File: src/rtl/oam_dma_ctrl.sv
// Sprite DMA sequencer: halts the 6502 via RDY and copies one 256-byte page to the OAM data port.
// While idle, the CPU bus passes straight through to memory.
module oam_dma_ctrl #(
    parameter logic [15:0] REG_ADDR = 16'h4014,
    parameter logic [15:0] DST_ADDR = 16'h2004
) (
    input  logic        CLK,
    input  logic        n_RES,
    input  logic [15:0] cpu_a,
    input  logic [7:0]  cpu_dout,
    input  logic        cpu_rnw,
    input  logic [7:0]  mem_din,
    output logic [15:0] bus_a,
    output logic [7:0]  bus_dout,
    output logic        bus_rnw,
    output logic        bus_owner,
    output logic        RDY,
    output logic        dma_busy,
    output logic        dma_done
);

    typedef enum logic [2:0] {
        IDLE,
        HALT,
        ALIGN,
        READ,
        WRITE
    } state_t;

    state_t      state_q, state_d;
    logic        par_q, par_d;
    logic [7:0]  idx_q, idx_d;
    logic [7:0]  page_q, page_d;
    logic [7:0]  data_q, data_d;
    logic        done_q, done_d;

    always_ff @(posedge CLK or negedge n_RES) begin
        if (!n_RES) begin
            state_q <= IDLE;
            par_q   <= 1'b0;
            idx_q   <= 8'h00;
            page_q  <= 8'h00;
            data_q  <= 8'h00;
            done_q  <= 1'b0;
        end else begin
            state_q <= state_d;
            par_q   <= par_d;
            idx_q   <= idx_d;
            page_q  <= page_d;
            data_q  <= data_d;
            done_q  <= done_d;
        end
    end

    always_comb begin
        state_d = state_q;
        par_d   = ~par_q;
        idx_d   = idx_q;
        page_d  = page_q;
        data_d  = data_q;
        done_d  = 1'b0;
        unique case (state_q)
            IDLE: begin
                if (!cpu_rnw && cpu_a == REG_ADDR) begin
                    page_d  = cpu_dout;
                    idx_d   = 8'h00;
                    state_d = HALT;
                end
            end
            HALT: begin
                // The core only honours RDY on a read; par=1 now means the next cycle is a get.
                if (cpu_rnw) begin
                    state_d = par_q ? READ : ALIGN;
                end
            end
            ALIGN: state_d = READ;
            READ: begin
                data_d  = mem_din;
                state_d = WRITE;
            end
            WRITE: begin
                idx_d = idx_q + 8'h01;
                if (idx_q == 8'hFF) begin
                    state_d = IDLE;
                    done_d  = 1'b1;
                end else begin
                    state_d = READ;
                end
            end
            default: state_d = IDLE;
        endcase
    end

    assign RDY       = (state_q == IDLE);
    assign bus_owner = (state_q == READ) || (state_q == WRITE);
    assign dma_busy  = (state_q != IDLE);
    assign dma_done  = done_q;

    always_comb begin
        bus_a    = cpu_a;
        bus_dout = cpu_dout;
        bus_rnw  = cpu_rnw;
        if (state_q == READ) begin
            bus_a    = {page_q, idx_q};
            bus_dout = data_q;
            bus_rnw  = 1'b1;
        end else if (state_q == WRITE) begin
            bus_a    = DST_ADDR;
            bus_dout = data_q;
            bus_rnw  = 1'b0;
        end
    end

endmodule
File: config.mk
export PLATFORM = sky130hd
export DESIGN_NAME = oam_dma_ctrl
export DESIGN_NICKNAME = d
export VERILOG_FILES = /design/src/rtl/oam_dma_ctrl.sv
export SDC_FILE = /design/constraint.sdc
export NUM_CORES = 1
export LEC_CHECK = 0
export ABC_AREA = 1
export CAP_MARGIN = 20
export CORE_UTILIZATION = 40
export CTS_CLUSTER_SIZE = 8
export DETAILED_ROUTE_END_ITERATION = 10
export PLACE_DENSITY = 0.8
export SETUP_SLACK_MARGIN = 0.3
export SYNTH_ARGS = -nofsm -noshare
export SYNTH_HDL_FRONTEND = slang
export SYNTH_SLANG_ARGS = --single-unit
File: constraint.sdc
create_clock -name CLK -period 2 [get_ports CLK]
set_clock_uncertainty 0.1 [all_clocks]
set_input_delay 0.4 -clock CLK [delete_from_list [all_inputs] [get_ports CLK]]
set_output_delay 0.4 -clock CLK [all_outputs]
set_load 0.005 [all_outputs]
# Yosys cells after proc, flatten, opt, wreduce, memory -nomap -nowiden

Index checks and enable logic that the tools add are counted.

Flip-flop bits (word level): 29
Input port bits: 35
Output and inout bits: 29
Logic and storage cells: 40

Bitwise logic cells: 1
Muxes and demuxes: 15
Add/subtract/negate cells: 1
Equal/unequal tests: 8
Reduce and logical (&&, ||, !) cells: 9

Operator list:

| cell                                                  | count |
|---|---|
| two-way mux 16 bit                                    | 2 |
| two-way mux 8 bit                                     | 3 |
| == test 16 x 15 -> 1 bit, second input constant       | 1 |
| case mux 8 bit (2 select lines)                       | 1 |
| case mux 3 bit (5 select lines)                       | 1 |
| adder 8 x 1 -> 8 bit, second input constant           | 1 |
| == test 8 bit, second input constant                  | 1 |
| == test 3 x 2 -> 1 bit, second input constant         | 2 |
| two-way mux 3 bit                                     | 2 |
| AND reduction 2 bit                                   | 3 |
| two-way mux 1 bit                                     | 5 |
| == test 3 x 1 -> 1 bit, second input constant         | 1 |
| == test 3 bit, second input constant                  | 1 |
| zero test 3 bit                                       | 1 |
| nonzero test 3 bit                                    | 1 |
| two-way mux 2 bit                                     | 1 |
| inequality test 2 x 1 -> 1 bit, second input constant | 1 |
| inequality test 2 bit, second input constant          | 1 |
| nonzero test 2 bit                                    | 1 |
| logical AND 1 bit                                     | 1 |
| zero test 1 bit                                       | 1 |
| logical OR 1 bit                                      | 1 |
| NOT 1 bit                                             | 1 |

# Longest topological paths before layout

Depth in word-level cells: 4
Depth in mapped cells: 8
Depth with buffers taken out: 8

# Least setup slack after synthesis

No wires, ideal clock.

Path kind: reg2out
Start: reg state_q[0]
End: out bus_a[10]
Arrival time: 1131 ps
Stages on the path, launching flop included: 8
Buffers on the path: 1
Path slack: 369 ps
Required time: 1500 ps
Cell sequence: dfrtp_1 nand2_2 nor2_4 inv_2 nand2_4 inv_2 buf_6 a22o_1

Longest elaborated chain between the ends: 3
Elaborated cells between the ends (all ways): 4
Classes of those cells: eq/ne (2); mux (2)

Ends and longest elaborated chain:

| element                  | RTL line | RTL |
|---|---|---|
| start: declaration       | 30       | `state_t state_q, state_d;` |
| start signal: assignment | 46       | `state_q <= state_d;` |
| == test 3 bit            | 107      | `end else if (state_q == WRITE) begin` |
| two-way mux 16 bit       | 107      |  |
| two-way mux 16 bit *     | 103      | `if (state_q == READ) begin` |
| end: declaration         | 13       | `output logic [15:0] bus_a,` |

Every way passes the cells marked *; elsewhere a longest branch is shown, timed or not.

# Worst setup path after layout

Start: reg state_q[1]
End: out bus_a[11]

Same word-level chain as after synthesis.

==> reports/metrics.sh <==
NETLIST.AREA_LEADER.SHARE_PCT=44.11
SYN2LAYOUT_AREA_GROWTH_PCT=90.95
LEAK_PWR_nW=1.620
IO-PIN-COUNT=64
FINAL_CRITICAL_PATH_SETUP_SLACK_NS=-0.1093
DP_SLACK_NS=-0.1478
SYN-MEAN-INSTANCE-AREA_SQ_UM=6.913
CLOCK_TREE.HTREE_LEVEL_COUNT=2
MULTI_INPUT_AREA_SQ_MM=0.001062
CRITICAL_PATH_REQUIRED_NS=1.50
FINAL_MIN_PERIOD_OVER_CLOCK_PERIOD_PCT=105.5
FIN_TOTAL_PWR_mW=3.720
CTS_SINK_CNT=29
NUMBER_OF_SYNTHESIZED_FLOPS_WITH_AN_ENABLE_PIN=0
SYN-INSTANCE-COUNT=238
VDD_IR_DROP_MAX_mV=0.5651
FLOORPLAN.ROWS=22
GRT_UTIL_ALL_LAYERS_PCT=30.12
SYNTH_SEQ_AREA_SHARE_PCT=44.11
POST_CTS_HOLD_BUFFER_COUNT=0
DRCVIOLATIONCOUNT=0
AVGVIACOUNTPERCELL=5.429
SYNTH_CELL_TYPE_COUNT=23
DIE_AREA_SQ_MM=0.004374
DRT.ANTENNA.VIOLATING_NETS=0
POWER_DENSITY_mW_PER_MM2=1184
GLOBALPLACE.CONGESTION=0.8758
FAILING_CHECKS='negative setup slack'
GRT_PASS1_WL_UM=9715
CTS-ROOT-BUF='sky130_fd_sc_hd__clkbuf_8'
NNETSFINAL=395
DR.PASS1.ITERS=4
SYNTH_FLOP_CELL='sky130_fd_sc_hd__dfrtp_1'
FINAL_REPORT_SETUP_VIOLATION_COUNT=27
FIRST_GLOBAL_VIAS=2106
PLACE.PORT_BUFFERS=63
MAX-SLEW-MARGIN-REL_PCT=75.07
TIMING.CRITICAL_PATH.FROM_TYPE='register'
FINALHOLDVIOLATIONS=0
SYNTH_SEQ_CELLS=29
SYNTHESIS.AREA_SQ_MM=0.001645
OUTCOME='finished, violations left'
SYNTH.MOST_COMMON_CELL='sky130_fd_sc_hd__nand2_1'
HOLD_CLASS='register to register'
CLKSLEWWORSTSETUPHOLDPATHS_NS=0.06
HPWLAFTERDP_UM=3468
SYNTH_TOP_CELLS_BY_COUNT='sky130_fd_sc_hd__nand2_1 (110), sky130_fd_sc_hd__dfrtp_1 (29), sky130_fd_sc_hd__nor2_1 (21), sky130_fd_sc_hd__nand3_1 (20), sky130_fd_sc_hd__inv_1 (17)'
FLOORPLAN.DIE.WIDTH_UM=66.14
CLOCK_PATH_BUFFERS=2
REPORT.FINAL.SLEW_VIOL_COUNT=0
YOSYS-TOP-CELLS-AREA='sky130_fd_sc_hd__dfrtp_1 (44%), sky130_fd_sc_hd__nand2_1 (25%), sky130_fd_sc_hd__nand3_1 (6.1%), sky130_fd_sc_hd__nor2_1 (4.8%), sky130_fd_sc_hd__inv_1 (3.9%)'
MAXIMUM_NUMBER_OF_PINS_ON_ONE_NET_BEFORE_GLOBAL_ROUTE_REPAIR=30
FP.DIEH_UM=66.14
FILLCELLCOUNT=223
POSTSYNTHNETCOUNT=274
CTS_TREE='done'
TIMING.CRITICAL_PATH.TO_TYPE='primary output'
DRTITER0DRC=151
DRIVE_ABOVE_1_SHARE_PCT=43.85
PERIOD_MINUS_SLACK_NS=2.109
CTS_BUFFERS=5
ROUTE.DETAILED.WL_PER_INST_UM=16.23
CRIT_ARRIVAL_NS=1.61
ROUTED-VIA-COUNT=2204
TIMING.CRITICAL_PATH.FANOUT_MAX=5
TIMING.MAX_CAP.VIOLATIONS=0
YS_ASYNC_SR_FRACTION_PCT=100.0
START_UTIL_PCT=43.31
FF_LATCH_AREA_SQ_UM=728.2
YOSYSTOPAREACELL='sky130_fd_sc_hd__dfrtp_1'
WORST_SKEW_PAIR.LATE_LATENCY_NS=0.29
ANTENNA_FOUND_INITIAL=0
GRT-OVFL-TOTAL=0
MAX_CLOCK_FREQ_MHz=474.1
INSERTEDDIODECOUNT=0
CORE_SQ_MM=0.003799
ROUTED_WIRELENGTH_UM=6590
YOSYS_WARNINGS=0
TIMING_WORST_SLEW_PIN_VALUE_NS=0.3739
TIMING.SETUP.CRITICAL_PATH_CLASS='register to primary output'
RSZ_0062_RAISED_AFTER_GLOBAL_ROUTING='true'
critical path: stages (launching register included):
cell	delay, ns
sky130_fd_sc_hd__dfrtp_2	0.43
sky130_fd_sc_hd__nor2_4	0.16
sky130_fd_sc_hd__nand2_4	0.10
sky130_fd_sc_hd__nand2_8	0.16
sky130_fd_sc_hd__inv_8	0.05
sky130_fd_sc_hd__buf_6	0.12
sky130_fd_sc_hd__a22o_1	0.18
sky130_fd_sc_hd__buf_2	0.12
routing by layer:
| metal | up-vias | wire length [um] | GRT usage [%] |
|---|---|---|---|
| li1 | 999 | - | - |
| met1 | 1045 | 2538 | 36.41 |
| met2 | 122 | 3305 | 49.74 |
| met3 | 38 | 469 | 5.000 |
| met4 | 0 | 276 | 18.35 |
| met5 | - | 0 | 0 |
metrics by stage:
step / cell area (sq um) / instances / TNS (ns) / hold WS (ns) / util, %
2_1_floorplan: 1645 / 238 / 0 / 0.004409 / -
3_3_place_gp: 2481 / 366 / -1.996 / 0.2946 / 65.32
3_5_place_dp: 2481 / 366 / -2.248 / 0.2984 / 65.32
4_1_cts: 2918 / 399 / -0.7863 / 0.3058 / 76.81
5_1_grt: 3142 / 406 / -3.068 / 0.3262 / 82.71
6_report: 3142 / 406 / -1.601 / 0.3093 / 82.71
report_power, final:
part	leakage, nW	switching [mW]	internal, mW	total, mW
clock	0.0399	0.220	0.228	0.448
sequential	0.379	0.129	0.719	0.848
combinational	1.20	1.13	1.30	2.42
registers in the layout, indices dropped and copies added (netlist names):
signal	count
data_q	8
dma_done	1
idx_q	8
page_q	8
par_q	1
state_q	3
cell type report:
type / instances / area share, %
repair buffers: 118 / 35.09
multi-input cells: 183 / 33.81
flip-flops and latches: 29 / 23.18
inverters: 20 / 2.947
clock buffers: 5 / 2.190
well taps: 48 / 1.912
repair inverters: 2 / 0.7168
clock inverters: 1 / 0.1593
cells by family after synthesis:
logic type	after synthesis	synth area share, %
compound gates	22	8.061
flops	29	44.11
buf+inv	26	6.996
fa+ha+maj	1	0.7603
simple gates	160	40.08
timing repair:
item / 4_1_cts / 5_1_grt
endpoints found under the setup margin: 41 / 46
buffers inserted: 23 / 7
pin swaps: 18 / 11
gates cloned: 4 / 0
gates resized for setup: 192 / 45
endpoints found under the hold margin: 0 / 0
worst paths after layout:
check,cells after the start,slack (ns),start,end
worst min-delay path,1,0.31,par_q$_DFF_PN0_,par_q$_DFF_PN0_
min in group asynchronous,2,0.40,n_RES,idx_q[1]$_DFFE_PN0P_
worst min register to register,1,0.31,par_q$_DFF_PN0_,par_q$_DFF_PN0_
worst max-delay path,7,-0.11,state_q[1]$_DFFE_PN0P_,bus_a[11]
max in group asynchronous,2,1.10,n_RES,state_q[0]$_DFFE_PN0P_
worst max register to register,14,0.03,state_q[1]$_DFFE_PN0P_,page_q[5]$_DFFE_PN0P_
placed cells by master (no fill, tap or decap), drive strengths merged:
master / instances
dfrtp: 29
nor2: 23
nand2: 112
buf: 82
o21ai: 10
nor3b: 1
nand3: 20
dlygate4sd2: 2
clkbuf: 6
ha: 1
o22ai: 1
inv: 21
a22o: 5
clkdlybuf4s50: 33
o211ai: 1
a21oi: 5
clkinv: 2
nand4: 4
Power figures use the tool's default switching activity.
